===== config.mk =====
export PLATFORM = sky130hd
export DESIGN_NAME = fetch_unit
export DESIGN_NICKNAME = d
export VERILOG_FILES = /design/src/rtl/fetch_unit_pkg.sv /design/src/rtl/fetch_unit_buffer.sv /design/src/rtl/fetch_unit.sv
export SDC_FILE = /design/constraint.sdc
export NUM_CORES = 1
export LEC_CHECK = 0
export BUFFER_PORTS_ARGS = -buffer_cell sky130_fd_sc_hd__buf_2
export CORE_MARGIN = 3
export CORE_UTILIZATION = 39
export CTS_CLUSTER_SIZE = 16
export DETAILED_ROUTE_END_ITERATION = 16
export PLACE_DENSITY = 0.66
export REMOVE_ABC_BUFFERS = 1
export SYNTH_ARGS = -nofsm -noshare
export SYNTH_HDL_FRONTEND = slang
export SYNTH_HIERARCHICAL = 1
export SYNTH_SLANG_ARGS = --single-unit

===== constraint.sdc =====
create_clock -name clk -period 2.7 [get_ports clk]
set_input_delay 0.405 -clock clk [delete_from_list [all_inputs] [get_ports clk]]
set_output_delay 0.405 -clock clk [all_outputs]
set_load 0.01 [all_outputs]

===== src/rtl/fetch_unit_pkg.sv =====
// Shared types and constants for the instruction-fetch stage.
// Holds the state encoding, data width and alignment helpers.
package fetch_unit_pkg;

    localparam int WORD_W = 32;

    localparam logic [WORD_W-1:0] DEFAULT_RESET_PC = 32'h0000_0080;

    localparam logic [1:0] ALIGN_OK = 2'b00;

    typedef enum logic [1:0] {
        IDLE  = 2'd0,
        RUN   = 2'd1,
        FAULT = 2'd2
    } fetchState_t;

    function automatic logic isAligned(input logic [WORD_W-1:0] addr);
        return addr[1:0] == ALIGN_OK;
    endfunction

endpackage


===== src/rtl/fetch_unit_buffer.sv =====
// One-entry instruction buffer between fetch and decode.
// Flush has priority over a load; a transfer without a load empties it.
module fetch_unit_buffer
    import fetch_unit_pkg::*;
(
    input  logic              clk,
    input  logic              rst_n,
    input  logic              flush,
    input  logic              load,
    input  logic              take,
    input  logic [WORD_W-1:0] wordIn,
    input  logic [WORD_W-1:0] pcIn,
    output logic              valid,
    output logic [WORD_W-1:0] word,
    output logic [WORD_W-1:0] pc
);

    always_ff @(posedge clk) begin
        if (!rst_n) begin
            valid <= 1'b0;
            word  <= '0;
            pc    <= '0;
        end else if (flush) begin
            valid <= 1'b0;
        end else if (load) begin
            valid <= 1'b1;
            word  <= wordIn;
            pc    <= pcIn;
        end else if (take) begin
            valid <= 1'b0;
        end
    end

endmodule


===== src/rtl/fetch_unit.sv =====
// Instruction-fetch stage: owns the PC, reads the word memory and
// presents fetched words to decode over a valid/ready handshake.
module fetch_unit
    import fetch_unit_pkg::*;
#(
    parameter logic [WORD_W-1:0] RESET_PC = DEFAULT_RESET_PC,
    parameter int unsigned       PC_STEP  = 4
) (
    input  logic              clk,
    input  logic              rst_n,
    input  logic              enable,
    output logic [WORD_W-1:0] mem_addr,
    output logic              mem_rd,
    output logic              mem_wr,
    input  logic [WORD_W-1:0] mem_data,
    input  logic              redirect_valid,
    input  logic [WORD_W-1:0] redirect_pc,
    output logic              ins_valid,
    input  logic              ins_ready,
    output logic [WORD_W-1:0] ins_word,
    output logic [WORD_W-1:0] ins_pc,
    output logic              fault,
    output logic [WORD_W-1:0] fault_pc,
    output logic [WORD_W-1:0] fetch_count
);

    localparam logic [WORD_W-1:0] STEP = WORD_W'(PC_STEP);

    fetchState_t       state;
    logic [WORD_W-1:0] pc;
    logic              running;
    logic              load;
    logic              flush;
    logic              take;

    assign running = (state == RUN);
    assign flush   = running & redirect_valid;
    assign take    = ins_valid & ins_ready;
    assign load    = running & enable & ~redirect_valid
                   & (~ins_valid | ins_ready);

    assign mem_addr = pc;
    assign mem_rd   = load;
    assign mem_wr   = 1'b0;

    always_ff @(posedge clk) begin
        if (!rst_n) begin
            state       <= IDLE;
            pc          <= RESET_PC;
            fault       <= 1'b0;
            fault_pc    <= '0;
            fetch_count <= '0;
        end else begin
            unique case (state)
                IDLE: begin
                    if (enable) state <= RUN;
                end
                RUN: begin
                    if (redirect_valid) begin
                        if (isAligned(redirect_pc)) begin
                            pc <= redirect_pc;
                        end else begin
                            fault    <= 1'b1;
                            fault_pc <= redirect_pc;
                            state    <= FAULT;
                        end
                    end else if (load) begin
                        pc          <= pc + STEP;
                        fetch_count <= fetch_count + 1'b1;
                    end
                end
                FAULT: begin
                    state <= FAULT;
                end
                default: state <= IDLE;
            endcase
        end
    end

    fetch_unit_buffer uBuffer (
        .clk    (clk),
        .rst_n  (rst_n),
        .flush  (flush),
        .load   (load),
        .take   (take),
        .wordIn (mem_data),
        .pcIn   (pc),
        .valid  (ins_valid),
        .word   (ins_word),
        .pc     (ins_pc)
    );

endmodule

* Word level (Yosys, flattened, before mapping)
Cells that the tools add are included.
** Storage, ports and cells
- Register bits after elaboration :: 164
- Input port bits :: 69
- Output and inout port bits :: 164
- Logic and storage cells :: 46
** Operators by class
- Add/sub/neg operators :: 2
- Equal/unequal tests :: 6
- Multiplexer cells :: 9
- Bitwise logic cells :: 11
- Reduce and logical (&&, ||, !) cells :: 10
** Operators by type and width (count)
- $mux 32 :: 3
- $add 32x1->32 const B :: 1
- $add 32x3->32 const B :: 1
- $reduce_and 3->1 :: 4
- $mux 2 :: 3
- $ne 2x2->1 const B :: 3
- $pmux 2 s3 :: 1
- $and 1x1->1 :: 5
- $not 1->1 :: 5
- $logic_not 2->1 :: 2
- $reduce_bool 2->1 :: 2
- $eq 2x1->1 const B :: 1
- $eq 2x2->1 const B :: 1
- $mux 1 :: 2
- $ne 2x1->1 const B :: 1
- $reduce_and 2->1 :: 1
- $reduce_or 2->1 :: 1
- $or 1x1->1 :: 1

* Logic depth before layout (Yosys ltp)
- Depth in word-level cells :: 6
- Gate-level depth with buffers :: 10
- Depth with buffers taken out :: 8

* By module
Netlist, hierarchy kept.
** By module, submodules not included
- fetch_unit :: instances 1, cells an instance 608, area each 4850.9 µm²
- fetch_unit_buffer :: instances 1, cells an instance 282, area each 2670.1 µm²

* Worst setup path before layout
Ideal clock, no wire load.
- Path type :: reg2reg
- From :: register state[1]
- To :: register uBuffer.pc[12]
- Setup time :: 0.072 ns
- Arrival :: 1.934 ns
- Path slack :: 0.695 ns
- Cell stages (with the launch flop) :: 11
- Path buffers :: 3
- Cells stage by stage :: dfxtp_1 > inv_1 > ha_1 > nand2_4 > or3_1 > buf_2 > inv_4 > nor2b_4 > buf_12 > buf_12 > mux2i_1
** On the way
- Word-level cells in the longest chain between the ends :: 5
- Elaborated cells on any way between the ends :: 7
** RTL lines
- start, declared :: RTL line fetch_unit.sv:29 : fetchState_t state;
- start signal, assigned :: RTL line fetch_unit.sv:48 : state <= IDLE;
- start signal, assigned :: RTL line fetch_unit.sv:56 : if (enable) state <= RUN;
- start signal, assigned :: RTL line fetch_unit.sv:65 : state <= FAULT;
- $eq 2x1->1 :: RTL line fetch_unit.sv:36 : assign running = (state == RUN);
- $and 1x1->1 (2 in series) :: RTL line fetch_unit.sv:39 : assign load = running & enable & ~redirect_valid
- $and 1x1->1 :: RTL line fetch_unit.sv:40 : & (~ins_valid | ins_ready);
- net mem_rd :: RTL line fetch_unit.sv:13 : output logic mem_rd,
- $reduce_and 2->1 (no line)
- end signal, assigned :: RTL line fetch_unit_buffer.sv:28 : pc <= pcIn;
- end, declared :: RTL line fetch_unit_buffer.sv:15 : output logic [WORD_W-1:0] pc
The timed path passes the listed nets, and every way through them passes these cells.
A chain may end at the register's enable or synchronous reset.

* Final worst setup path
- From :: register state[1]
- To :: register uBuffer.pc[22]
** On the way
- Word-level cells in the longest chain between the ends :: 5
- Elaborated cells on any way between the ends :: 7
** RTL lines (RTL line)
- $eq 2x1->1 * :: fetch_unit.sv:36
- $and 1x1->1 (2 in series) :: fetch_unit.sv:39
- $and 1x1->1 :: fetch_unit.sv:40
- $reduce_and 2->1 (no line) *
Every way passes the cells marked *; elsewhere a longest branch is shown, timed or not.

==> results.txt <==
----------------------------------------------------
[Worst setup path]
  Data required time at the worst endpoint ... ~3.0 ns
  Critical path data arrival time ... between 2 and 3 ns
  Highest net fanout along the worst path ... 27
  Class of the most critical setup path ... reg2reg
  Type of element launching the critical path ... flop
  Element type at the critical path end ... flop

[STA]
  Tightest Pin Transition ... 0.988 ns
  Final number of setup-violating endpoints ... 0
  Minimum period implied by the final worst setup slack ... 2.37 ns
  Setup skew after layout ... 0.0112 ns
  Final Worst Setup Slack ... 0.328 ns
  Number of hold-slack violations in the final timing report ... 0
  Period utilization ... between 80 and 90%
  Setup repair after global routing missed its margin ... false
  Max Fclk ... ~420 MHz
  Slew Limit Fails ... 0
  Total Neg Setup Slack ... 0 ns
  Worst slew margin ... approximately 34%
  Final worst hold slack ... about 0.23 ns

[Clocking]
  # clock sinks ... around 160
  Skew-Pair Late Insertion Delay ... about 0.42 ns
  Clock Path Buffers ... 2
  TritonCTS Buffers ... 17
  Post-CTS Setup Inserts ... 0
  Clock-pin slew on the worst setup and hold paths ... 0.07 ns
  Root Driver ... sky130_fd_sc_hd__clkbuf_16
  H-tree Lvls ... 4
  TritonCTS clock tree ... built
  Hold-fix buffer count after cts ... 0
  Number of gates given a new drive strength after cts ... 0

[Logic synthesis]
  Post-synthesis xor/xnor area fraction ... ~2.1%
  Main combinational cell family by area after synthesis ... simple AND/OR/NAND/NOR gates
  Top cell type by total area after synthesis ... sky130_fd_sc_hd__dfxtp_1
  Count of different cell masters after synthesis ... 67
  Synth Instances ... a little under 900
  Register area share after synthesis ... between 40% and 50%
  Cell types with the largest area share after synthesis ... sky130_fd_sc_hd__dfxtp_1 44%, sky130_fd_sc_hd__nand2_1 12%, sky130_fd_sc_hd__mux2i_1 9.7%, sky130_fd_sc_hd__a21oi_1 4.2%, sky130_fd_sc_hd__nor2_1 2.6%
  Synth Area in Simple Gates ... a little over a quarter
  Fraction of post-synthesis cell area in the top cell type by area ... about 44%
  Post-synthesis instance area ... around 7500 µm²
  Mux cell area share after synthesis ... 9.72%
  Post-synth EDFFs ... 0
  Share of synthesized registers carrying an async set or reset ... 0%
  Most instantiated flip-flop cell in the synthesis netlist ... sky130_fd_sc_hd__dfxtp_1
  Adder and majority cell fraction of the synthesized area ... 0.832%
  Mean Syn Cell Area ... 8.45 µm²
  Synthesized flop and latch total ... ~160
  Yosys warns ... 6
  Synthesized-area fraction occupied by ao, oa, aoi and oai cells ... between 10% and 20%

[Place]
  Global placer's final weighted congestion ... between 0.7 and 0.8
  IO buf count ... ~230
  Instance count after placement with tap cells included ... roughly 1300
  Pre-CTS setup slack ... ~0.31 ns
  Final HPWL DP ... roughly 15000 µm

[Power]
  Static leakage power ... approximately 4 nW
  Power density relative to cell area ... about 650 nW/µm²
  Clk pwr share ... 39.0%
  Net switching share of the total power ... 29.7%
  Seq pwr share ... 44.0%
  Logic pwr share ... around 17%
  Net switching power ... 1.81 mW
  Peak supply drop ... approximately 0.43 mV
  Cell internal pwr ... 4.30 mW

[Layout]
  Most frequent standard cell in the layout excluding fill and tap cells ... sky130_fd_sc_hd__nand2_1
  Highest-count cells in the layout ignoring fill and taps ... 243 x sky130_fd_sc_hd__nand2_1, 230 x sky130_fd_sc_hd__buf_2, 164 x sky130_fd_sc_hd__dfxtp_1
  Fill cell count ... between 1500 and 2000
  Net count, final ... 1179
  Antenna Cells ... 0
  Final cell count without fillers ... roughly 1400
  Ratio of cells with drive above 1 in the final layout ... between 20% and 30%
  Sequential cell area in the final layout ... 3280 µm²
  Area taken by multi-input logic gates ... 3820 µm²
  Syn-to-layout area delta ... 25.3%

[Drt]
  Count of nets left with antenna violations after detail routing ... 0
  Mean routed wirelength per cell ... approximately 15 µm
  Average via count per standard cell ... between 5 and 6
  Initial DRC count ... 356
  Detailed-routing iteration count for the pre-antenna-repair pass ... 5
  Final Routed Wirelength ... ~21000 µm
  DRC ... 0
  Via Count ... ~7000

[Global route]
  Largest net degree at the start of global routing ... 67
  Antenna violations before repair ... 0
  Global route overflow ... 0
  Number of global-route vias before repair ... 6133
  First-pass GRT wire length ... roughly 32000 µm
  Global Route Usage Sum ... approximately a fifth

[Worst hold path]
  Class of the most critical hold timing path ... in2reg

[Floorplanning]
  I/O pin total ... about 230
  CORE AREA ... roughly 19000 µm²
  Floorplan die width ... roughly 140 µm
  Number of standard-cell rows in the floorplan ... 50
  DIE AREA ... between 20000 and 25000 µm²
  Starting density of the core ... 39.9%
  Die Height ... about 140 µm

[Job]
  Max Cap Viol ... 0

[Run status]
  Status ... finished clean

----------------------------------------------------
-- cells in the mapped netlist, drive strengths merged (2+ instances only) --
| master | instances |
|---|---|
| nor4 | 13 |
| nor2b | 5 |
| and2 | 8 |
| o21ai | 21 |
| o221a | 2 |
| and4 | 5 |
| o21bai | 4 |
| nand2b | 4 |
| mux2i | 73 |
| a22oi | 4 |
| nor2 | 53 |
| or4 | 4 |
| nand2 | 245 |
| ha | 5 |
| a31oi | 8 |
| o31ai | 6 |
| a21oi | 63 |
| a41oi | 2 |
| and3 | 12 |
| dfxtp | 164 |
| o211ai | 2 |
| nand4 | 21 |
| inv | 12 |
| clkbuf | 22 |
| a21o | 3 |
| a32o | 2 |
| xnor2 | 5 |
| nand3 | 31 |
| o41ai | 2 |
| nor3 | 6 |
| or3 | 5 |
| buf | 36 |
| xor2 | 13 |
| o21a | 4 |
| a22o | 2 |
| o22ai | 7 |
| a311oi | 2 |
-- final timing paths --
kind,start,end,slack [ns],cells after the start
worst min register to register,fault_pc[19]$_SDFFE_PN0P_,fault_pc[19]$_SDFFE_PN0P_,0.45,2
worst max register to register,state[1]$_SDFFE_PN0P_,uBuffer/pc[22]$_SDFFE_PN0P_,0.33,8
worst max-delay path,state[1]$_SDFFE_PN0P_,uBuffer/pc[22]$_SDFFE_PN0P_,0.33,8
worst min-delay path,mem_data[1],uBuffer/word[1]$_SDFFE_PN0P_,0.23,3
-- critical path, stage by stage (launching register included) --
cell and delay (ns):
sky130_fd_sc_hd__dfxtp_1 0.30, sky130_fd_sc_hd__inv_1 0.11, sky130_fd_sc_hd__ha_1 0.26, sky130_fd_sc_hd__nand2_4 0.12, sky130_fd_sc_hd__or3_1 0.42, sky130_fd_sc_hd__inv_4 0.15
sky130_fd_sc_hd__nor2b_4 0.42, sky130_fd_sc_hd__buf_12 0.27, sky130_fd_sc_hd__mux2i_1 0.22
-- power groups by stage --
stage / combinational (mW) / sequential, mW / clock, mW
after global placement: 1.03 / 2.74 / 0
final: 1.04 / 2.69 / 2.38
after global routing: 1.15 / 2.71 / 2.54
after detailed placement: 1.05 / 2.74 / 0
after floorplan: 0.522 / 2.79 / 0
after CTS: 1.05 / 2.69 / 2.45
-- registers in the layout, indices dropped and copies added, names as in the netlist --
signal,flops
uBuffer/valid,1
uBuffer/pc,32
fetch_count,32
state,2
fault_pc,32
uBuffer/word,32
fault,1
mem_addr,32
-- layout make-up --
type	count	share of cell area [%]
clock buffers	18	4.66
clock inverters	14	1.49
inverters	12	0.504
multi-input cells	656	40.5
flip-flops and latches	164	34.8
well taps	260	3.45
repair buffers	254	14.5
-- cell families after synthesis --
group,after synthesis
AOI/OAI and AO/OA,144
xor gates and xnor gates,18
adders and majority gates,5
buffers and inverters,70
DFF,164
muxes,73
other,1
and+or+nand+nor,415
-- through the flow --
| step | utilization [%] | cell area (µm²) | power [mW] |
|---|---|---|---|
| floorplan | - | 7140 | 3.31 |
| global placement | 47.0 | 8850 | 3.77 |
| detailed placement | 47.0 | 8850 | 3.79 |
| CTS | 50.1 | 9430 | 6.19 |
| global route | 50.1 | 9430 | 6.41 |
| finish | 50.1 | 9430 | 6.11 |
-- metal layers --
layer  GRT usage [%]  vias to the layer above  part of all wire, %
li1                -                     3502                    -
met1            26.1                     3214                   45
met2            31.1                      223                   46
met3            4.73                       15                  7.2
met4            5.45                        0                  1.3
met5               0                        -                    0
Power figures use the tool's default switching activity.
